--- src/rtl/modulo_medidor_periodo_if.sv ---
// Bundle of the measurement request, slow input and result signals.
// master: drives start/sig_in and reads results. slave: the measuring block.
// period/high_time are CNT_W wide; CNT_W must match the attached measurer.
interface modulo_medidor_periodo_if #(
    parameter int CNT_W = 20
) ();
    logic             start;
    logic             sig_in;
    logic             busy;
    logic             done;
    logic [CNT_W-1:0] period;
    logic [CNT_W-1:0] high_time;
    logic             overflow;

    modport master (
        output start, sig_in,
        input  busy, done, period, high_time, overflow
    );

    modport slave (
        input  start, sig_in,
        output busy, done, period, high_time, overflow
    );
endinterface

--- src/rtl/modulo_medidor_periodo.sv ---
// Measures period and high time of a slow square wave in clk cycles.
// Latency: sig_in edge to event is SYNC_STAGES+1 cycles; done pulses one cycle after the
// closing rise or on counter saturation. No backpressure: start is honoured only when idle.
// Ports: clk, clr (sync, active-high); bus.start/sig_in in; bus.busy/done/period/high_time/overflow out.
module modulo_medidor_periodo #(
    parameter int CNT_W       = 20,
    parameter int SYNC_STAGES = 2
) (
    input  logic                        clk,
    input  logic                        clr,
    modulo_medidor_periodo_if.slave     bus
);

    localparam int SUP_W = $clog2(SYNC_STAGES + 2);
    localparam logic [SUP_W-1:0] SUP_INIT = SUP_W'(SYNC_STAGES + 1);
    localparam logic [SUP_W-1:0] SUP_ONE  = {{(SUP_W-1){1'b0}}, 1'b1};
    localparam logic [CNT_W-1:0] CNT_MAX  = '1;
    localparam logic [CNT_W-1:0] CNT_PRE  = {{(CNT_W-1){1'b1}}, 1'b0};
    localparam logic [CNT_W-1:0] CNT_ONE  = {{(CNT_W-1){1'b0}}, 1'b1};

    typedef enum logic [1:0] {
        IDLE    = 2'd0,
        ARM     = 2'd1,
        MEASURE = 2'd2,
        DONE    = 2'd3
    } state_t;

    // ------------------------------------------------------------------
    // Input path: synchronizer, history register, edge events
    // ------------------------------------------------------------------
    logic [SYNC_STAGES-1:0] sync_q;
    logic                   hist_q;
    logic [SUP_W-1:0]       sup_q;
    logic                   s;
    logic                   ev_ok;
    logic                   rise_evt;
    logic                   fall_evt;

    assign s        = sync_q[SYNC_STAGES-1];
    // Events stay masked while the synchronizer refills after clr, otherwise a
    // high sig_in would look like a fresh rising edge.
    assign ev_ok    = (sup_q == '0);
    assign rise_evt = ev_ok &  s & ~hist_q;
    assign fall_evt = ev_ok & ~s &  hist_q;

    always_ff @(posedge clk) begin
        if (clr) begin
            sync_q <= '0;
            hist_q <= 1'b0;
            sup_q  <= SUP_INIT;
        end else begin
            sync_q <= {sync_q[SYNC_STAGES-2:0], bus.sig_in};
            hist_q <= s;
            if (sup_q != '0) begin
                sup_q <= sup_q - SUP_ONE;
            end
        end
    end

    // ------------------------------------------------------------------
    // Measurement FSM with registered results
    // ------------------------------------------------------------------
    state_t           state_q;
    logic [CNT_W-1:0] cnt_q;
    logic [CNT_W-1:0] cnt_d;
    logic             near_max;
    logic [CNT_W-1:0] hcap_q;
    logic             hflag_q;
    logic             busy_q;
    logic             done_q;
    logic [CNT_W-1:0] period_q;
    logic [CNT_W-1:0] high_time_q;
    logic             overflow_q;

    // Saturating increment; the FSM leaves on the cycle the count would reach all-ones.
    assign cnt_d    = (cnt_q == CNT_MAX) ? cnt_q : (cnt_q + CNT_ONE);
    assign near_max = (cnt_q >= CNT_PRE);

    always_ff @(posedge clk) begin
        if (clr) begin
            state_q     <= IDLE;
            cnt_q       <= '0;
            hcap_q      <= '0;
            hflag_q     <= 1'b0;
            busy_q      <= 1'b0;
            done_q      <= 1'b0;
            period_q    <= '0;
            high_time_q <= '0;
            overflow_q  <= 1'b0;
        end else begin
            done_q <= 1'b0;
            case (state_q)
                IDLE: begin
                    if (bus.start) begin
                        state_q    <= ARM;
                        cnt_q      <= '0;
                        busy_q     <= 1'b1;
                        overflow_q <= 1'b0;
                    end
                end

                ARM: begin
                    if (rise_evt) begin
                        // The opening rise counts as cycle 1 of the period.
                        cnt_q   <= CNT_ONE;
                        hflag_q <= 1'b0;
                        state_q <= MEASURE;
                    end else begin
                        cnt_q <= cnt_d;
                        if (near_max) begin
                            period_q    <= CNT_MAX;
                            high_time_q <= CNT_MAX;
                            overflow_q  <= 1'b1;
                            done_q      <= 1'b1;
                            busy_q      <= 1'b0;
                            state_q     <= DONE;
                        end
                    end
                end

                MEASURE: begin
                    if (rise_evt) begin
                        period_q    <= cnt_q;
                        high_time_q <= hflag_q ? hcap_q : '0;
                        done_q      <= 1'b1;
                        busy_q      <= 1'b0;
                        state_q     <= DONE;
                    end else begin
                        cnt_q <= cnt_d;
                        // Only the first fall after the opening rise defines high time.
                        if (fall_evt && !hflag_q) begin
                            hcap_q  <= cnt_q;
                            hflag_q <= 1'b1;
                        end
                        if (near_max) begin
                            period_q <= CNT_MAX;
                            if (hflag_q) begin
                                high_time_q <= hcap_q;
                            end else if (fall_evt) begin
                                high_time_q <= cnt_q;
                            end else begin
                                high_time_q <= CNT_MAX;
                            end
                            overflow_q <= 1'b1;
                            done_q     <= 1'b1;
                            busy_q     <= 1'b0;
                            state_q    <= DONE;
                        end
                    end
                end

                DONE: begin
                    busy_q  <= 1'b0;
                    state_q <= IDLE;
                end

                default: begin
                    state_q <= IDLE;
                end
            endcase
        end
    end

    assign bus.busy      = busy_q;
    assign bus.done      = done_q;
    assign bus.period    = period_q;
    assign bus.high_time = high_time_q;
    assign bus.overflow  = overflow_q;

endmodule

--- src/flat_wrapper.sv ---
// flat-port wrapper written by rule: the top's interface ports become plain ports
module modulo_medidor_periodo_flat 
#(
    parameter int CNT_W       = 20,
    parameter int SYNC_STAGES = 2
)
  (clk, clr, bus_start, bus_sig_in, bus_busy, bus_done, bus_period, bus_high_time, bus_overflow);
  modulo_medidor_periodo_if #(.CNT_W(CNT_W)) bus_i ();
  input  logic clk;
  input  logic clr;
  input wire logic [$bits(bus_i.start)-1:0] bus_start;
  input wire logic [$bits(bus_i.sig_in)-1:0] bus_sig_in;
  output wire logic [$bits(bus_i.busy)-1:0] bus_busy;
  output wire logic [$bits(bus_i.done)-1:0] bus_done;
  output wire logic [$bits(bus_i.period)-1:0] bus_period;
  output wire logic [$bits(bus_i.high_time)-1:0] bus_high_time;
  output wire logic [$bits(bus_i.overflow)-1:0] bus_overflow;
  assign bus_i.start = bus_start;
  assign bus_i.sig_in = bus_sig_in;
  assign bus_busy = bus_i.busy;
  assign bus_done = bus_i.done;
  assign bus_period = bus_i.period;
  assign bus_high_time = bus_i.high_time;
  assign bus_overflow = bus_i.overflow;
  modulo_medidor_periodo #(.CNT_W(CNT_W), .SYNC_STAGES(SYNC_STAGES)) u_core (.clk(clk), .clr(clr), .bus(bus_i));
endmodule
--- config.mk ---
export PLATFORM = sky130hd
export DESIGN_NAME = modulo_medidor_periodo_flat
export DESIGN_NICKNAME = d
export VERILOG_FILES = /design/src/rtl/modulo_medidor_periodo_if.sv /design/src/rtl/modulo_medidor_periodo.sv /design/src/flat_wrapper.sv
export SDC_FILE = /design/constraint.sdc
export NUM_CORES = 1
export LEC_CHECK = 0
export ABC_AREA = 0
export CORE_ASPECT_RATIO = 1.75
export CORE_MARGIN = 2
export CORE_UTILIZATION = 36
export CTS_BUF_LIST = sky130_fd_sc_hd__clkbuf_2 sky130_fd_sc_hd__clkbuf_4 sky130_fd_sc_hd__clkbuf_8
export DETAILED_ROUTE_END_ITERATION = 8
export PLACE_DENSITY_LB_ADDON = 0.05
export SLEW_MARGIN = 0
export SYNTH_ARGS = -nofsm -noshare
export SYNTH_HDL_FRONTEND = slang
export SYNTH_SLANG_ARGS = --single-unit
--- constraint.sdc ---
create_clock -name clk -period 3.38 [get_ports clk]
set_clock_uncertainty 0.2 [all_clocks]
set_input_delay 0.845 -clock clk [delete_from_list [all_inputs] [get_ports clk]]
set_output_delay 0.845 -clock clk [all_outputs]
set_load 0.02 [all_outputs]
==> results of run 1 <==
area by class of cell:
cell class / instances / area (um2) / share of cell area, %
multi-input combinational: 332 / 2271 / 44.58
sequential: 91 / 1822 / 35.77
timing repair buffer: 63 / 583.1 / 11.45
tap: 137 / 171.4 / 3.365
clock buffer: 11 / 145.1 / 2.849
clock inverter: 5 / 60.06 / 1.179
inverter: 11 / 41.29 / 0.8106
routing by layer:
metal  vias up  global-route usage, %
met5         -                      0
met4         0                  8.125
met3        19                  2.878
met2        75                  34.16
met1      1757                  22.41
li1       1757                      -
cells in the mapped netlist, types with 4 or more instances:
| cell type | count |
|---|---|
| buf_2 | 15 |
| o211ai_1 | 24 |
| and4_1 | 4 |
| nand2_1 | 35 |
| buf_4 | 4 |
| ha_1 | 9 |
| a21oi_1 | 13 |
| nor3_1 | 4 |
| nand2b_1 | 4 |
| nand4_1 | 6 |
| a211oi_1 | 4 |
| clkbuf_1 | 16 |
| nand3_1 | 14 |
| inv_1 | 10 |
| nor2b_1 | 4 |
| dfxtp_1 | 91 |
| nor2_1 | 81 |
| o221a_1 | 20 |
| and2_1 | 4 |
| xor2_1 | 8 |
| mux2i_1 | 41 |
| o21ai_0 | 7 |
registers in the layout, summed over array words and instances, names as in the netlist:
register,flops
u_core.bus.busy,1
u_core.bus.done,1
u_core.bus.high_time,20
u_core.bus.overflow,1
u_core.bus.period,20
u_core.cnt_q,20
u_core.hcap_q,20
u_core.hflag_q,1
u_core.hist_q,1
u_core.state_q,2
u_core.sup_q,2
u_core.sync_q,2
kinds of logic (layout without fill, tap and decap cells):
kind of cell	Yosys count	after routing	synth area share (%)
AND/OR/NAND/NOR	177	177	20.75
AO/OA/AOI/OAI	94	94	17.23
XOR/XNOR	10	10	2.023
buffers and inverters	51	90	5.578
multiplexers	42	42	9.740
flip-flops	91	91	42.08
adder cells (fa/ha/maj)	9	9	2.601
metrics by stage:
stage          setup WS [ns]  cell area (um2)
2_1_floorplan          1.109             4329
3_3_place_gp          0.3907             4888
3_5_place_dp          0.3595             4888
4_1_cts               0.7615             5094
5_1_grt               0.5680             5094
6_report              0.7545             5094
power breakdown:
part           switching, uW  total, uW  internal, uW
combinational            192        352           160
clock                    417        792           375
sequential              31.7       1150          1120
worst min-delay path by stage:
| stage | start | slack, ns | depth (start not counted) | to |
|---|---|---|---|---|
| final | u_core.sync_q[0] | 0.25 | 1 | u_core.sync_q[1] |
| after global routing | u_core.sync_q[0] | 0.28 | 1 | u_core.sync_q[1] |
| after CTS | u_core.sync_q[0] | 0.26 | 1 | u_core.sync_q[1] |
| after detailed placement | u_core.sync_q[0] | 0.24 | 1 | u_core.sync_q[1] |
| after global placement | u_core.sync_q[0] | 0.22 | 1 | u_core.sync_q[1] |
| after floorplan | u_core.sync_q[0] | 0.21 | 1 | u_core.sync_q[1] |
==> out/metrics.csv, run 1 <==
metric,value,unit
top layer in use,met4,
Worst Tran Pin Value,0.9396,ns
Max Slew Vio Count,0,
hold slack,0.2544,ns
flop-to-flop setup slack,0.81,ns
final critical-path share of the clock period,77.68,%
number of search-and-repair iterations in the first detailed-routing pass,5,
synthesized net count,487,
clock-pin slew of the registers on the worst-case setup and hold paths,0.10,ns
initial core utilization,36.47,%
register bit total from synthesis,91,
largest area contributor in the netlist,dfxtp_1,
Crit Path Max Fanout,11,
fill count,1163,
Yosys Warn Count,0,
post-cts gate resize count,0,
element type at the critical path start,primary input,
unique cell type count in the Yosys netlist,64,
run status,"finished, final reports clean",
netlist area before placement,4329,um2
worst relative slew slack,37.27,%
critical-path cell with the highest stage delay,nor2_1,
TritonCTS clock tree,done,
"EDFF count, synth",0,
fraction of post-synthesis cell area in the top cell type by area,42.08,%
buffer type at the clock tree root,clkbuf_8,
Leak Pwr,0.001891,uW
arrival time of data at the critical path endpoint,2.72,ns
crit path capture type,flip-flop,
CTS hold repair buffers,0,
number of placed instances with taps included,634,
initial antenna violation count,0,
reg-to-reg critical path endpoint,u_core.bus.high_time[9],
Die Footprint,12950,um2
series of cell instances along the critical path,clkdlybuf4s50_1 -> nor2b_1 -> nor3_1 -> nor2_1 -> nor2_2 -> a211oi_1,
core utilization of the finished layout,42.91,%
highest clock rate,0.3809,GHz
Area contributors post-synth,"dfxtp_1, mux2i_1, nor2_1",
capturing element of the worst setup path,u_core.cnt_q[1],
start point of the critical path,bus_start,
all-layer global routing usage,19.22,%
Cell Rows,53,
setup total negative slack,0,ns
Final Instance Count excl. Fillers,650,
gp weighted congestion,0.8422,
met3 WL,334,um
number of levels in the clock H-tree,3,
area of the placeable core,11870,um2
# IOs,47,
TritonCTS Sinks,91,
Met1 Routed Length,4.970,mm
layout cell share with drive strength beyond 1,10.14,%
cell family with the largest share of critical-path delay,simple AND/OR/NAND/NOR gates,
first-pass GRT wire length,18.98,mm
growth of design area from synthesis to finish,17.66,%
count of cells along the worst register-to-register path,8,
portion of the post-synthesis area used by sequential elements,42.08,%
antenna-violating nets left,0,
count of endpoints failing hold in the final timing report,0,
initial drt markers,157,
met2 WL post-DR,6.432,mm
total grt overflow,0,
half-perimeter wire length after detailed placement,8.208,mm
critical path data required time,3.48,ns
startpoint of the worst register-to-register path,u_core.cnt_q[0],
most frequently used flop master after synthesis,dfxtp_1,
post-detailed-route wirelength per cell,18.46,um
"most common cell after layout, fill and taps aside",dfxtp_1,
max-cap viol count,0,
path length in cells of the critical path,6,
final setup violation count,0,
post-CTS setup repair buffer count,0,
kind of critical path,primary input to flip-flop,
number of buffers added on ports,46,
min Tclk post-route,2.626,ns
total power per unit cell area,451.2,nW/um2
DRT Wirelength,12.00,mm
unrepaired setup endpoints after global routing,false,
clock insertion delay at the later pin of the skew report,0.37,ns
routed vias,3608,
CP max stage delay,0.46,ns
number of nets in the finished design,521,
total power,2298,uW
horizontal extent of the die,86.90,um
count of unresolved DRC violations after routing,0,
maximum buffer depth of the clock tree,2,
class of the tightest hold or removal check,flip-flop to flip-flop,
maximum number of pins on one net before global-route repair,43,
"FFs w/ async S/R, synth",0,%
total CTS buffers,9,
die boundary height,149.1,um
post-synthesis average cell area,9.133,um2
largest voltage drop on the vdd net,287.0,uV
post-synthesis instance total,474,
number of global-route vias before repair,3456,
mean number of vias per cell,5.551,
number of buffers and inverters on the critical path,1,
most frequent cells in the layout,"dfxtp_1, nor2_1, clkdlybuf4s50_1, mux2i_1, nand2_1",
antenna diode count,0,
Note: power is estimated with default switching activity, not from simulation.
==> inputs of run 2 (changes only) <==
clock period = 2.1 ns   (was 3.38 ns; I/O delays follow)
==> out/metrics.csv, run 2 (synthesis gave the netlist of run 1 again) <==
metric,value,unit,change
highest clock rate,0.4724,GHz,
least setup slack across all paths after layout,-0.01690,ns,-0.7714 ns
layout cell share with drive strength beyond 1,28.11,%,+18 points
Crit Path Max Fanout,4,,-7
maximum number of pins on one net before global-route repair,41,,-4.7%
worst relative slew slack,70.88,%,+34 points
count of endpoints failing hold in the final timing report,0,,unchanged
number of nets in the finished design,595,,+14%
TritonCTS clock tree,done,,
total power per unit cell area,653.0,nW/um2,+45%
TritonCTS Sinks,91,,unchanged
Die Footprint,12950,um2,unchanged
routed vias,3938,,+9.1%
initial core utilization,36.47,%,unchanged
Final Instance Count excl. Fillers,724,,+11%
area of the placeable core,11870,um2,unchanged
arrival time of data at the critical path endpoint,2.22,ns,-0.50 ns
run status,"finished, violations left",,
element type at the critical path start,flip-flop,,
number of placed instances with taps included,697,,+9.9%
total area of sequential cells,1834,um2,+0.69%
largest voltage drop on the vdd net,342.2,uV,+19%
mean number of vias per cell,5.439,,-2.0%
all-layer global routing usage,21.17,%,+2.0 points
CTS hold repair buffers,0,,unchanged
class of the tightest hold or removal check,flip-flop to flip-flop,,
Post-Place Cell Area,5424,um2,+11%
unrepaired setup endpoints after global routing,true,,
kind of critical path,flip-flop to flip-flop,,
total grt overflow,0,,unchanged
die boundary height,149.1,um,unchanged
failing checks,setup timing,,
total CTS buffers,9,,unchanged
area taken by multi-input logic gates,2457,um2,+8.2%
Worst Tran Pin Value,0.4368,ns,-0.5028 ns
final critical-path share of the clock period,100.8,%,
max-cap viol count,0,,unchanged
number of search-and-repair iterations in the first detailed-routing pass,4,,-1
antenna-violating nets left,0,,unchanged
crit path capture type,flip-flop,,
post-detailed-route wirelength per cell,18.79,um,+1.8%
critical path data required time,2.20,ns,-1.28 ns
# IOs,47,,unchanged
buffer type at the clock tree root,clkbuf_8,,
clock-pin slew of the registers on the worst-case setup and hold paths,0.09,ns,about the same
fill count,1154,,-0.77%
initial drt markers,133,,-15%
number of levels in the clock H-tree,3,,unchanged
growth of design area from synthesis to finish,38.53,%,
min Tclk post-route,2.117,ns,
Leak Pwr,0.002536,uW,+34%
maximum buffer depth of the clock tree,2,,unchanged
Max Slew Vio Count,0,,unchanged
number of buffers added on ports,46,,unchanged
antenna diode count,0,,unchanged
DRT Wirelength,13.61,mm,+13%
initial antenna violation count,0,,unchanged
first-pass GRT wire length,20.91,mm,+10%
gp weighted congestion,0.9087,,+7.9%
most frequent cells in the layout,"dfxtp_1, buf_4, nor2_1, mux2i_1, clkdlybuf4s50_1",,
final setup violation count,2,,+2
setup total negative slack,-0.02083,ns,-0.02083 ns
"Non-Filler Cell Area, Final",5997,um2,+18%
count of unresolved DRC violations after routing,0,,unchanged
"most common cell after layout, fill and taps aside",dfxtp_1,,
clock insertion delay at the later pin of the skew report,0.36,ns,about the same
number of global-route vias before repair,3827,,+11%
Cell Rows,53,,unchanged
horizontal extent of the die,86.90,um,unchanged
half-perimeter wire length after detailed placement,9.502,mm,+16%
core utilization of the finished layout,50.52,%,+7.6 points
## run 2: cell count changes in the layout (fill, tap and decap cells not counted), sizes merged
| cell | before | now |
|---|---|---|
| dlygate4sd2 | 0 | 2 |
| buf | 18 | 90 |
| clkinv | 1 | 4 |
| dlymetal6s2s | 0 | 10 |
| clkdlybuf4s50 | 45 | 33 |
| clkbuf | 11 | 12 |
| inv | 13 | 12 |
| clkinvlp | 1 | 0 |
## run 2: routing by layer
metal	wire length (um)	global-route usage (%)
met4	738	12.27
met3	314	3.320
met5	0	0
met1	5340	24.09
met2	7211	36.56
## run 2: cell type report
class                      count  area share [%]
clock buffer                  10           2.295
tap                          137           2.858
inverter                      11          0.7302
clock inverter                 6           1.043
sequential                    91           30.59
multi-input combinational    332           40.98
timing repair buffer         137           21.51
## run 2: power by group
group          switching (uW)  internal [uW]
logic                     402            428
registers                46.9           1810
clock network             645            583
total                    1090           2820
## run 2: metrics by stage
stage / power, uW / setup WS, ns / hold WS, ns
after floorplan: 2277 / 0.005820 / 0.2138
after global placement: 2558 / -0.4393 / 0.2194
after detailed placement: 2569 / -0.4643 / 0.2333
after CTS: 3863 / -0.01115 / 0.2422
after global routing: 4106 / -0.1150 / 0.2464
final: 3916 / -0.01690 / 0.2381
## run 2: worst paths after layout
kind	from	endpoint	slack, ns	cells past startpoint
setup / recovery	u_core.state_q[0]	u_core.cnt_q[19]	-0.02	9
hold / removal	u_core.sync_q[0]	u_core.sync_q[1]	0.24	1
hold reg to reg	u_core.sync_q[0]	u_core.sync_q[1]	0.24	1
setup reg to reg	u_core.state_q[0]	u_core.cnt_q[19]	-0.02	9
## run 2: repair_timing
item,4_1_cts,5_1_grt
resized for setup,25,40
setup endpoints to repair,61,64
cloned,1,2
buffers inserted,0,9
pin swaps,5,18
## run 2: worst max-delay path: stages, from the launching register on
cell,delay [ns]
dfxtp_2,0.36
inv_4,0.06
ha_4,0.27
o21ai_2,0.06
buf_4,0.14
nor4_4,0.32
nand2_2,0.10
buf_4,0.16
a311o_1,0.32
nand3_1,0.07
==> inputs of run 3 (changes only) <==
SLEW_MARGIN = 20   (was 0)
==> results of run 3 <==
The final DEF is identical to that of run 2; final timing and power are the same.
